## config.mk

```make
export PLATFORM = sky130hd
export DESIGN_NAME = if_id_stall_ctrl
export DESIGN_NICKNAME = d
export VERILOG_FILES = /design/src/rtl/if_id_stall_ctrl.sv
export SDC_FILE = /design/constraint.sdc
export NUM_CORES = 1
export LEC_CHECK = 0
export CORE_MARGIN = 2
export CORE_UTILIZATION = 25
export DETAILED_ROUTE_END_ITERATION = 8
export GPL_TIMING_DRIVEN = 0
export PLACE_DENSITY = 0.57
export SETUP_SLACK_MARGIN = 0.02
export SLEW_MARGIN = 15
export SYNTH_ARGS = -nofsm -noshare
export SYNTH_HDL_FRONTEND = slang
export SYNTH_SLANG_ARGS = --single-unit
```

## constraint.sdc

```tcl
create_clock -name clk -period 4.6 [get_ports clk]
set_input_delay 0.92 -clock clk [delete_from_list [all_inputs] [get_ports clk]]
set_output_delay 0.92 -clock clk [all_outputs]
set_load 0.01 [all_outputs]
```

## src/rtl/if_id_stall_ctrl.sv

```systemverilog
// if_id_stall_ctrl: fetch PC and IF/ID register control with stall, bubble, redirect and halt.
// Optional macro IF_ID_STALL_CNT_EN adds an 8-bit saturating StallCnt output.
module if_id_stall_ctrl #(
  parameter logic [15:0] NOP_INSTR = 16'h0800,
  parameter logic [4:0]  HALT_OP   = 5'b00000
) (
  input  logic        clk,
  input  logic        rst,
  input  logic        NOP,
  input  logic        PcStall,
  input  logic        BrTaken,
  input  logic [15:0] BrTarget,
  input  logic [15:0] Instr_in,
  output logic [15:0] Pc,
  output logic [15:0] Instr_out,
  output logic [15:0] PcPlus2_out,
  output logic        valid_out,
`ifdef IF_ID_STALL_CNT_EN
  output logic [7:0]  StallCnt,
`endif
  output logic        stalled,
  output logic        halted
);
  typedef enum logic [1:0] {RUN = 2'd0, STALL = 2'd1, HALT = 2'd2} state_t;
  state_t state, next_state;
  logic [15:0] pc_plus2, pc_next;
  logic bubble, halt_entry;
  assign pc_plus2 = Pc + 16'd2;
  assign halt_entry = valid_out && (Instr_out[15:11] == HALT_OP);
  always_comb begin
    next_state = BrTaken ? RUN : (state == HALT || halt_entry) ? HALT : PcStall ? STALL : RUN;
    pc_next = BrTaken ? BrTarget : (state == HALT || PcStall) ? Pc : pc_plus2;
    bubble = BrTaken || state == HALT || PcStall || NOP;
  end
  always_ff @(posedge clk or posedge rst)
    if (rst) state <= RUN;
    else state <= next_state;
  always_ff @(posedge clk or posedge rst)
    if (rst) begin
      Pc <= 16'h0000;
      Instr_out <= NOP_INSTR;
      PcPlus2_out <= 16'h0000;
      valid_out <= 1'b0;
    end else begin
      Pc <= pc_next;
      Instr_out <= bubble ? NOP_INSTR : Instr_in;
      valid_out <= !bubble;
      if (!bubble) PcPlus2_out <= pc_plus2;
    end
`ifdef IF_ID_STALL_CNT_EN
  always_ff @(posedge clk or posedge rst)
    if (rst) StallCnt <= 8'd0;
    else StallCnt <= (next_state == STALL) ? StallCnt + {7'd0, StallCnt != 8'hFF} : 8'd0;
`endif
  assign stalled = (state == STALL);
  assign halted = (state == HALT);
endmodule
```

==> impl_metrics.json <==
{
  "max_freq_mhz": 351,
  "cts.clk_slew.worst_paths_ps": 90,
  "ys_seq_area_share_pct": 54.9,
  "p_leak_nw": 1.38,
  "die_h_um": 101,
  "viasPerCell": 4.43,
  "worst_clock_skew_ps": 4.93,
  "rsz0062_at_grt": "false",
  "final_cell_mix": "87 x clkdlybuf4s50_1, 50 x dfrtp_1, 21 x nor2_1, 18 x nand2_1",
  "grt_max_degree": 37,
  "drive_gt1_share_pct": 6.44,
  "worstPathArrival_ps": 1930,
  "hpwl_um": 4760,
  "dieArea_sq_um": 10100,
  "syn2layout_area_growth_pct": 49.0,
  "grt_pass1_vias": 1951,
  "cts_num_sinks": 51,
  "postSynthCellCount": 230,
  "ant_nets": 0,
  "drt_iter0_markers": 68,
  "crit_fanout": 10,
  "whs_ps": 517,
  "endpoint_kind": "output port",
  "num_rows": 35,
  "finalPower_mw": 1.13,
  "cts-buffers-inserted": 5,
  "fillerInstances": 920,
  "hold_violations": 0,
  "setup_violations": 0,
  "post-place-ws_ps": 1420,
  "place.gp.congestion": 0.748,
  "cts_max_path_buffers": 2,
  "status": "finished, final reports clean",
  "setup.worst_path.start": "state[0]$_DFF_PP0_",
  "synth_edf_count": 0,
  "grt_pass1_wl_um": 10300,
  "drv_cap": 0,
  "antenna_cells": 0,
  "wl_per_cell_um": 14.4,
  "finalCritPeriodShare_pct": 61.9,
  "start_util_pct": 25.4,
  "synth_nets": 268,
  "multiInputGateArea_sq_um": 963,
  "hp-class": "flip-flop to flip-flop",
  "utilization_pct": 37.9,
  "period_minus_slack_ps": 2850,
  "ys_ff_latch": 51,
  "r2r_cells": 5,
  "core_area_sq_um": 9150,
  "cts_root_buf": "clkbuf_8",
  "worst_slack_ps": 1750,
  "fin_nets": 363,
  "start_kind": "flip-flop",
  "yosysWarningCount": 0,
  "overflow": 0,
  "cts-resized-gates": 0,
  "h-tree-depth": 2,
  "cts_tree": "built",
  "dr_total_vias": 1936,
  "final_common_cell": "clkdlybuf4s50_1",
  "endpoint": "halted",
  "portBuffers": 87,
  "path_class": "flip-flop to output port",
  "tightest_slew_ps": 662,
  "holdBufCountCts": 0,
  "seq_area_sq_um": 1280,
  "power_density_nw_per_um2": 327,
  "die_x_um": 101,
  "r2r-start": "Pc[1]$_DFFE_PP0P_",
  "tns_ps": 0,
  "synthArstFlopShare_pct": 100,
  "antenna_found_initial": 0,
  "reg2reg_setup_slack_ps": 2470,
  "drv_slew": 0,
  "synth.avg_cell_area_sq_um": 10.1,
  "synthDistinctLibCells": 33,
  "synth_top_flop_cell": "dfrtp_1",
  "worstPathRequired_ps": 3680,
  "firstDrtPassIters": 4,
  "postCtsSetupBuffers": 0,
  "clock_latency_ps": 300,
  "drt_wl_total_um": 6300,
  "globalRouteTotalUtil_pct": 13.1,
  "r2r_end": "Pc[15]$_DFFE_PP0P_",
  "slew_headroom_pct": 55.4,
  "peakVddDrop_mv": 0.117,
  "drc": 0,
  "synth_area_sq_um": 2330,
  "io_pins": 88
}
## worst min-delay path by stage
| stage | slack, ps | cells after the start | to | startpoint |
|---|---|---|---|---|
| finish | 520 | 1 | PcPlus2_out[2]$_DFFE_PP0P_ | PcPlus2_out[2]$_DFFE_PP0P_ |
| global route | 540 | 1 | PcPlus2_out[2]$_DFFE_PP0P_ | PcPlus2_out[2]$_DFFE_PP0P_ |
| CTS | 520 | 1 | PcPlus2_out[2]$_DFFE_PP0P_ | PcPlus2_out[2]$_DFFE_PP0P_ |
| detailed placement | 500 | 1 | PcPlus2_out[2]$_DFFE_PP0P_ | PcPlus2_out[2]$_DFFE_PP0P_ |
| global placement | 490 | 1 | PcPlus2_out[2]$_DFFE_PP0P_ | PcPlus2_out[2]$_DFFE_PP0P_ |
| floorplan | 500 | 1 | Pc[0]$_DFFE_PP0P_ | Pc[0]$_DFFE_PP0P_ |
## flip-flops by register name, indices dropped and copies added, names as in the netlist
name	cells
PcPlus2_out	16
Pc	16
Instr_out	16
valid_out	1
state	2
## cell families (layout without fill, tap and decap cells)
kind of cell	after synthesis	after routing	share of synthesized area [%]
AO/OA/AOI/OAI	32	32	7.47
XOR/XNOR	21	21	7.90
adder cells (fa/ha/maj)	1	1	0.537
buffers and inverters	21	117	3.76
flip-flops	51	51	54.9
multiplexers	5	5	2.31
AND/OR/NAND/NOR	99	99	23.2
## critical path: stages (launching register included)
cell,delay [ps]
dfrtp_1,380
nand2b_1,170
inv_1,80
clkbuf_1,360
clkdlybuf4s50_1,640
## cell type report
cell class,count,area share [%]
Multi-Input combinational cell,158,27.8
Clock buffer,6,2.09
Buffer,17,2.09
Tap cell,111,4.00
Timing Repair Buffer,88,25.7
Inverter,4,0.433
Clock inverter,2,1.08
Sequential cell,51,36.8
## synthesized netlist by cell type, types with 5 or more instances
cell type | count | share of area (%)
xor2_1 | 5 | 1.9
o21ai_0 | 12 | 2.6
a21oi_1 | 16 | 3.4
nand3_1 | 9 | 1.9
dfrtp_1 | 50 | 54
clkbuf_1 | 12 | 1.9
and2_1 | 15 | 4.0
nor4_1 | 8 | 2.1
nor2b_1 | 5 | 1.3
nand2_1 | 18 | 2.9
xnor2_1 | 16 | 6.0
nor2_1 | 21 | 3.4
## where the power goes
group / total, mW / internal, mW / switching (mW)
combinational: 0.284 / 0.162 / 0.122
sequential: 0.538 / 0.497 / 0.0408
clock: 0.312 / 0.162 / 0.150
total: 1.13 / 0.822 / 0.312
## per-layer routing
metal	up-vias	track usage (%)	part of all wire [%]
li1	966	-	-
met1	911	17.6	47
met2	51	21.4	46
met3	8	2.22	4.4
met4	0	4.53	2.0
met5	-	0	0
## per-stage QoR
stage / instances / area, sq um
finish: 437 / 3470
floorplan: 230 / 2330
global placement: 428 / 3340
CTS: 437 / 3470
global route: 437 / 3470
detailed placement: 429 / 3360
No activity file was read; power rests on OpenSTA's default activity.
